<file path="src/rtl/alu_mc.sv">
// alu_mc: registered multi-cycle ALU with valid/ready handshakes on both sides.
//   Single-cycle ops (AND, OR, ADD, XOR, SUB, SRA, SLL, NOR, SRL, SLT, SLTU and the
//   reserved codes) register their result one edge after accept. MUL is an iterative
//   radix-2 shift-add that presents its result WIDTH cycles after accept.
//
// Ports:
//   clk        clock, rising edge
//   rst_n      asynchronous active-low reset
//   in_valid   operation request
//   in_ready   block can accept an operation this cycle
//   op         4-bit opcode
//   a, b       operands (shift amount taken from b[SHW-1:0])
//   out_valid  result/flags valid, held until out_ready
//   out_ready  consumer takes the result
//   result     registered result
//   zero       registered result == 0
//   overflow   signed overflow (ADD/SUB) or product overflow (MUL)
//   carry_out  ADD carry out, SUB no-borrow
module alu_mc #(
  parameter int WIDTH = 32,
  localparam int SHW = $clog2(WIDTH)
) (
  input  logic             clk,
  input  logic             rst_n,
  input  logic             in_valid,
  output logic             in_ready,
  input  logic [3:0]       op,
  input  logic [WIDTH-1:0] a,
  input  logic [WIDTH-1:0] b,
  output logic             out_valid,
  input  logic             out_ready,
  output logic [WIDTH-1:0] result,
  output logic             zero,
  output logic             overflow,
  output logic             carry_out
);

  typedef enum logic [0:0] {IDLE, MUL_BUSY} state_t;

  state_t state, state_next;

  logic accept, pop, is_mul, last;
  logic [SHW-1:0] shamt;
  logic [WIDTH:0] sum, diff;
  logic [WIDTH-1:0] alu_res;
  logic alu_ov, alu_c;

  logic [2*WIDTH-1:0] mcand, acc, acc_next;
  logic [WIDTH-1:0]   mplier;
  logic [SHW-1:0]     count;

  assign accept = in_valid && in_ready;
  assign pop    = out_valid && out_ready;
  assign is_mul = (op == 4'd11);
  assign shamt  = b[SHW-1:0];
  assign last   = (count == SHW'(WIDTH - 1));

  // Multiplicand is shifted left each step so bit 0 of the multiplier always
  // selects the correctly weighted partial product.
  assign acc_next = acc + (mplier[0] ? mcand : '0);

  // Single-cycle datapath; the MUL code falls into the default arm but its
  // value is never registered.
  always_comb begin
    alu_res = '0;
    alu_ov  = 1'b0;
    alu_c   = 1'b0;
    sum     = {1'b0, a} + {1'b0, b};
    diff    = {1'b0, a} - {1'b0, b};
    case (op)
      4'd0: alu_res = a & b;
      4'd1: alu_res = a | b;
      4'd2: begin
        alu_res = sum[WIDTH-1:0];
        alu_c   = sum[WIDTH];
        alu_ov  = (a[WIDTH-1] == b[WIDTH-1]) && (sum[WIDTH-1] != a[WIDTH-1]);
      end
      4'd3: alu_res = a ^ b;
      4'd4: begin
        alu_res = diff[WIDTH-1:0];
        // Borrow out of the extended subtraction inverted gives a >= b.
        alu_c   = ~diff[WIDTH];
        alu_ov  = (a[WIDTH-1] != b[WIDTH-1]) && (diff[WIDTH-1] != a[WIDTH-1]);
      end
      4'd5:  alu_res = $signed(a) >>> shamt;
      4'd6:  alu_res = a << shamt;
      4'd7:  alu_res = ~(a | b);
      4'd8:  alu_res = a >> shamt;
      4'd9:  alu_res = {{(WIDTH-1){1'b0}}, ($signed(a) < $signed(b))};
      4'd10: alu_res = {{(WIDTH-1){1'b0}}, (a < b)};
      default: alu_res = '0;
    endcase
  end

  // State register
  always_ff @(posedge clk or negedge rst_n) begin
    if (!rst_n) state <= IDLE;
    else        state <= state_next;
  end

  // Next-state logic
  always_comb begin
    state_next = state;
    case (state)
      IDLE:     if (accept && is_mul) state_next = MUL_BUSY;
      MUL_BUSY: if (last)             state_next = IDLE;
      default:  state_next = IDLE;
    endcase
  end

  // Output logic
  always_comb begin
    in_ready = (state == IDLE) && (!out_valid || out_ready);
  end

  // Result/flag registers and multiplier iteration state. An accept implies the
  // previous result is either absent or being popped this edge, so out_valid
  // can simply be overwritten on accept.
  always_ff @(posedge clk or negedge rst_n) begin
    if (!rst_n) begin
      out_valid <= 1'b0;
      result    <= '0;
      zero      <= 1'b0;
      overflow  <= 1'b0;
      carry_out <= 1'b0;
      mcand     <= '0;
      mplier    <= '0;
      acc       <= '0;
      count     <= '0;
    end else begin
      case (state)
        IDLE: begin
          if (accept) begin
            if (is_mul) begin
              mcand     <= {{WIDTH{1'b0}}, a};
              mplier    <= b;
              acc       <= '0;
              count     <= '0;
              out_valid <= 1'b0;
            end else begin
              result    <= alu_res;
              zero      <= (alu_res == '0);
              overflow  <= alu_ov;
              carry_out <= alu_c;
              out_valid <= 1'b1;
            end
          end else if (pop) begin
            out_valid <= 1'b0;
          end
        end
        MUL_BUSY: begin
          acc    <= acc_next;
          mcand  <= mcand << 1;
          mplier <= mplier >> 1;
          count  <= count + SHW'(1);
          if (last) begin
            result    <= acc_next[WIDTH-1:0];
            zero      <= (acc_next[WIDTH-1:0] == '0);
            overflow  <= |acc_next[2*WIDTH-1:WIDTH];
            carry_out <= 1'b0;
            out_valid <= 1'b1;
            count     <= '0;
          end
        end
        default: out_valid <= 1'b0;
      endcase
    end
  end

endmodule

</file>
<file path="config.mk">
export PLATFORM = sky130hd
export DESIGN_NAME = alu_mc
export DESIGN_NICKNAME = d
export VERILOG_FILES = /design/src/rtl/alu_mc.sv
export SDC_FILE = /design/constraint.sdc
export NUM_CORES = 1
export LEC_CHECK = 0
export ABC_AREA = 1
export BUFFER_PORTS_ARGS = -buffer_cell sky130_fd_sc_hd__clkbuf_2
export CAP_MARGIN = 10
export CELL_PAD_IN_SITES_DETAIL_PLACEMENT = 1
export CELL_PAD_IN_SITES_GLOBAL_PLACEMENT = 2
export CORE_MARGIN = 2
export CORE_UTILIZATION = 34
export CTS_CLUSTER_SIZE = 24
export DETAILED_ROUTE_END_ITERATION = 16
export HOLD_SLACK_MARGIN = 0.06
export PLACE_DENSITY_LB_ADDON = 0.1
export SLEW_MARGIN = 15
export SYNTH_ARGS = -nofsm -noshare
export SYNTH_HDL_FRONTEND = slang
export SYNTH_SLANG_ARGS = --single-unit
</file>
<file path="constraint.sdc">
create_clock -name clk -period 4 [get_ports clk]
set_input_delay 0.2 -clock clk [delete_from_list [all_inputs] [get_ports clk]]
set_output_delay 0.2 -clock clk [all_outputs]
set_load 0.05 [all_outputs]
</file>
==> flow_metrics.tcl, run 1 <==
set metrics [dict create \
    syn_inst 4331 \
    layout.cells.non_filler 5407 \
    ant_nets 0 \
    h-tree-depth 1 \
    wire_per_inst_um 24.76 \
    synth_edf_count 0 \
    yosysTopAreaCell "nand2_1" \
    yosysMostFrequentCell "nand2_1" \
    vias 29649 \
    synthDistinctLibCells 57 \
    drive_gt1_share_pct 7.447 \
    synthTopCellsByArea "nand2_1 (21%), dfrtp_1 (20%), nand3_1 (11%)" \
    cp_cell_sequence "buf_12, nand2_1, inv_1, ha_1, nand2_1, inv_1, a21oi_1, o21ai_0, a21oi_1, nand3_1, nand2_1, nand2_1, inv_1, nand2_1, nor2_1, nand2_1, nor2_1, nand3_1, nand2_1, nand2_1" \
    crit_path_max_fanout 40 \
    dpl.hpwl_um 108000 \
    yosysSeqAreaShare_pct 20.27 \
    clk_pin_slew_ps 60 \
    min_period_over_period_pct 92.95 \
    crit_path_top_delay_cell "dfrtp_2" \
    skew_ps 17.47 \
    grt_max_degree 160 \
    yosys.area.top_type_share_pct 21.45 \
    clock_path_buffers 3 \
    finalHoldViolCount 0 \
    min_period_ps 3718 \
    critPathRequiredTime_ps 4500 \
    cts_sinks 202 \
    fin_nets 4677 \
    die-height_um 274.8 \
    vdd_ir_drop_max_mv 0.4215 \
    status "finished, final reports clean" \
    ys_warn_count 0 \
    crit_path_end "overflow" \
    area_delta_synth_final_pct 11.89 \
    timing.rr.end "overflow" \
    gp_congestion 1.024 \
    critPathMaxStageDelay_ps 530 \
    cts_tree "done" \
    clockRootBuffer "clkbuf_16" \
    setup_violations 0 \
    slew_viol_final 0 \
    syn_nets 4579 \
    dp_cells 5331 \
    worst_setup_path_end_kind "flop" \
    die_width_um 274.8 \
    synthTopCellsByCount "nand2_1 (1425), inv_1 (613), nand3_1 (533), nor2_1 (396), dfrtp_1 (202)" \
    worst_slew_pin_slew_ps 1095 \
    cellLeakagePower_nw 15.04 \
    crit_arrival_ps 4220 \
    insertion_delay_ps 610 \
    drc_errors 0 \
    ys_dominant_reg_cell "dfrtp_1" \
    n_fill_cell 10059 \
    core-area_sq_um 72830 \
    r2r-start "mplier[0]" \
    die_area_sq_um 75530 \
    dr.pass1.iters 6 \
    pwr-share-comb_pct 58.4 \
    synth.cell_area_sq_um 24940 \
    antenna_found_initial 3 \
    core.rowCount 99 \
    start_util_pct 34.24 \
    post_cts_buffers 0 \
    total_power_mw 14.51 \
    grt_overflow 0 \
    grt_pass1_vias 29792 \
    grtUsageTotal_pct 34.91 \
    ys_ff_latch 202 \
    io_pins 109 \
    vias_per_cell 5.483 \
    rsz0062_at_grt "false" \
    r2r_slack_ps 280 \
    ff2ff_path_depth 20 \
    p_clk_share_pct 17.8 \
    syn_area_per_cell_sq_um 5.758 \
    async_reset_ff_share_pct 100.0 \
    power_frac_seq_pct 23.7 \
    swShare_pct 52.97 \
    internal_power_mw 6.823 \
    routed_wl_um 133900 \
    worst_setup_path_start_kind "flop" \
    relSlewSlack_pct 26.80 \
    fmax_ghz 0.2690 \
    hold_slack_ps 101.3 \
    cp_common_cell "nand2_1" \
    power_density_nw_per_um2 519.9 \
    first_iter_violations 2465 \
    maxCapViolCount 0 \
    port_buffers 108 \
    crit_type "reg -> reg" \
    grt_pass1_wl_um 196100 \
    hp-class "in -> reg" \
    power_switching_mw 7.683 \
    crit_start "mplier[0]" \
    setup_tns_ps 0 \
    cts_buffers 27 \
]
==> critical path: cells and delay by family, from the launching register on <==
family / cells / cell delay, ps
buf+inv: 4 / 490
fa+ha+maj: 1 / 320
compound gates: 3 / 970
simple gates: 12 / 1280
flops: 1 / 530
==> how the worst min path moves through the flow <==
stage	from	to	slack [ps]	cells after the start
2_1_floorplan	rst_n	acc[0]	-100	0
3_3_place_gp	rst_n	result[7]	390	1
3_5_place_dp	rst_n	result[7]	390	1
4_1_cts	in_valid	out_valid	70	4
5_1_grt	a[5]	mcand[5]	120	4
6_report	out_ready	out_valid	100	4
==> registers in the layout (all words and copies together), names as in the netlist <==
| register | count |
|---|---|
| state | 1 |
| carry_out | 1 |
| mcand | 64 |
| mplier | 32 |
| overflow | 1 |
| zero | 1 |
| acc | 64 |
| result | 32 |
| out_valid | 1 |
| count | 5 |
==> routing by layer <==
| metal | global-route usage (%) | share of wire (%) |
|---|---|---|
| met4 | 19.23 | 6.5 |
| met2 | 57.78 | 46 |
| met3 | 2.653 | 4.8 |
| met5 | 0 | 0 |
| met1 | 45.11 | 43 |
==> per-stage QoR <==
stage | setup WS [ps] | area (sq um) | util, %
floorplan | 1123 | 24940 | -
global placement | 204.4 | 26700 | 36.66
detailed placement | 225.3 | 26700 | 36.66
CTS | 229.1 | 27890 | 38.29
global route | 26.71 | 27890 | 38.30
finish | 281.8 | 27900 | 38.31
==> what timing repair did <==
item / 4_1_cts / 5_1_grt
setup endpoints to repair: 0 / 1
resized for setup: 0 / 1
hold buffers: 28 / 0
endpoints found under the hold margin: 142 / 0
==> power by group through the flow <==
stage          Combinational (mW)  Clock [mW]  Sequential [mW]
2_1_floorplan                4.94           0             3.83
3_3_place_gp                 8.27           0             3.46
3_5_place_dp                 8.31           0             3.47
4_1_cts                      8.39        2.65             3.45
5_1_grt                      9.32        2.71             3.54
6_report                     8.47        2.59             3.44
==> area by class of cell <==
class                           instances  area, sq um  area share (%)
Antenna cell                            3        7.507         0.02691
Clock inverter                         10        171.4          0.6144
Timing Repair Buffer                  234         1667           5.973
Clock buffer                           35        735.7           2.637
Sequential cell                       202         5060           18.14
Multi-Input combinational cell       3336        16700           59.85
Inverter                              628         2362           8.467
Tap cell                              959         1200           4.301
==> layout by cell type, fill, tap and decap left out, drive strengths merged, types with 6 or more instances in the layout <==
cell type    instances
nand3b              23
a21boi               7
buf                 99
nor3                34
o21a                29
o22ai               44
a31oi               34
ha                 173
dlygate4sd3         28
o21ai              188
a21o                10
or2                  9
nor2               409
xor2                18
o21bai              21
nand4               48
nor4                 8
xnor2                8
inv                629
o211ai              70
nand2             1452
and2                 6
dfrtp              202
clkbuf             142
nand3              538
a21oi              180
==> cell families after synthesis <==
| logic type | Yosys count | synth area share [%] |
|---|---|---|
| fa+ha+maj | 176 | 8.921 |
| simple gates | 2530 | 42.74 |
| buf+inv | 793 | 12.81 |
| flops | 202 | 20.27 |
| xor+xnor | 26 | 0.9132 |
| compound gates | 604 | 14.34 |
Note: power is estimated with default switching activity, not from simulation.
==> run 2: changes to the inputs <==
--- a/config.mk
+++ b/config.mk
@@ -17,3 +17,3 @@
 export HOLD_SLACK_MARGIN = 0.06
-export PLACE_DENSITY_LB_ADDON = 0.1
+export PLACE_DENSITY = 0.82
 export SLEW_MARGIN = 15
==> constraint.sdc (replaced) <==
create_clock -name clk -period 4 [get_ports clk]
set_input_delay 0.4 -clock clk [delete_from_list [all_inputs] [get_ports clk]]
set_output_delay 0.4 -clock clk [all_outputs]
set_load 0.05 [all_outputs]
==> run 2 against run 1 <==
Clock-buffer cell count did not move. Final cell count about the same. Worst hold slack better by 4.6 ps. Final area down 0.42%. Sequential share of layout area grew 0.076 points. First-iteration DRC count down 3.4%. Critical path depth grew 3.
==> flow_metrics.tcl, run 2 (synthesized netlist as in run 1, its figures left out) <==
set metrics [dict create \
    cts_tree "done" \
    cts_buffers 27 \
    highest_layer "met5" \
    setup_tns_ps 0 \
    vias 29861 \
    crit_path_max_fanout 37 \
    grt_pass1_vias 29972 \
    r2r_slack_ps 320 \
    start_util_pct 34.24 \
    dr.pass1.iters 5 \
    final_cell_mix "nand2_1 (1424), inv_1 (612), nand3_1 (533)" \
    crit_type "reg -> reg" \
    antenna_found_initial 8 \
    relSlewSlack_pct 37.06 \
    min_period_over_period_pct 92.06 \
    hold_slack_ps 106.0 \
    fmax_ghz 0.2716 \
    maxCapViolCount 0 \
    cts_sinks 202 \
    crit_arrival_ps 4160 \
    wire_per_inst_um 24.79 \
    largestRegisters "acc: 64 flops, mcand: 64 flops" \
    h-tree-depth 1 \
    grtUsageTotal_pct 34.84 \
    dpl.hpwl_um 109200 \
    total_power_mw 14.46 \
    worst_slew_pin_slew_ps 942.7 \
    core-area_sq_um 72830 \
    vias_per_cell 5.526 \
    ff2ff_path_depth 23 \
    final_area_sq_um 27780 \
    fin_util_pct 38.15 \
    wl_met1_um 56320 \
    cellLeakagePower_nw 15.03 \
    grt_overflow 0 \
    drive_gt1_share_pct 8.059 \
    critPathRequiredTime_ps 4470 \
    worst_setup_path_end_kind "flop" \
    grt_max_degree 143 \
    worst_setup_path_start_kind "flop" \
    core.rowCount 99 \
    dr_wl_met3_um 7380 \
    first_iter_violations 2381 \
    post_dp_cell_area_sq_um 26860 \
    wl_met2_um 61340 \
    gp_congestion 1.057 \
    insertion_delay_ps 590 \
    grt_pass1_wl_um 195600 \
    hp-class "in -> reg" \
    die-height_um 274.8 \
    die_width_um 274.8 \
    status "finished, final reports clean" \
    port_buffers 108 \
    area_delta_synth_final_pct 11.42 \
    power_density_nw_per_um2 520.6 \
    setup_violations 0 \
    routed_wl_um 134000 \
    layout_commonest_cell "nand2_1" \
    ant_nets 0 \
    io_pins 109 \
    min_period_ps 3682 \
    slew_viol_final 0 \
    die_area_sq_um 75530 \
    drc_errors 0 \
    rsz0062_at_grt "false" \
    fin_nets 4671 \
    post_cts_buffers 0 \
    worstHoldPathCells 3 \
    vdd_ir_drop_max_mv 0.4497 \
    clk_pin_slew_ps 60 \
    skew_ps 25.07 \
    clockRootBuffer "clkbuf_16" \
    finalHoldViolCount 0 \
    clock_path_buffers 3 \
]
-- run 2: per-stage QoR --
| step | cells | setup WS [ps] |
|---|---|---|
| 5_1_grt | 5403 | 81.83 |
| 3_5_place_dp | 5352 | 254.9 |
| 4_1_cts | 5401 | 340.3 |
| 2_1_floorplan | 4331 | 1123 |
| 6_report | 5404 | 317.8 |
| 3_3_place_gp | 5352 | 223.1 |
-- run 2: path summary, 6_finish.rpt --
check	startpoint	end
max	mplier[0]	overflow
min	b[30]	mplier[30]
max reg2reg	mplier[0]	overflow
min reg2reg	result[20]	result[20]
max in group asynchronous	rst_n	mcand[24]
min in group asynchronous	rst_n	result[6]
-- run 2: repair_timing --
action                                 CTS  global route
endpoints found under the hold margin  105             0
hold buffers                             1             0
gates resized for setup                  0             0
-- run 2: layout make-up --
cell class                      count  area [sq um]
Inverter                          628          2362
Sequential cell                   202          5060
Fill cell                        9993         45050
Clock buffer                       35         775.7
Antenna cell                        3         7.507
Multi-Input combinational cell   3336         16690
Clock inverter                     13         131.4
Timing Repair Buffer              228          1554
Tap cell                          959          1200
-- run 2: power breakdown --
part           switching (mW)  internal (mW)
combinational            6.06           2.42
sequential              0.613           2.85
clock                    1.04           1.49
-- run 2: routing by layer --
| metal | global-route usage (%) | up-vias |
|---|---|---|
| met5 | 0 | - |
| met4 | 20.31 | 6 |
| met3 | 3.360 | 261 |
| met2 | 57.96 | 965 |
| met1 | 43.94 | 14485 |
| li1 | - | 14144 |
-- run 2: critical path, stage by stage, from the launching register on --
cell and delay [ps]:
dfrtp_2 560, buf_12 240, nand2_1 80, inv_1 40
ha_1 350, nand2_1 130, nor2_1 170, inv_1 110
nor2_1 150, inv_1 140, nor2_1 110, nand2_1 70
nand2_1 320, nand2_1 150, nand2_1 90, nand2_1 50
nand2_1 70, nand2_1 100, nor2_1 270, nand2_1 90
nor2_1 90, nand3_1 80, nand2_1 90, nand2_1 40
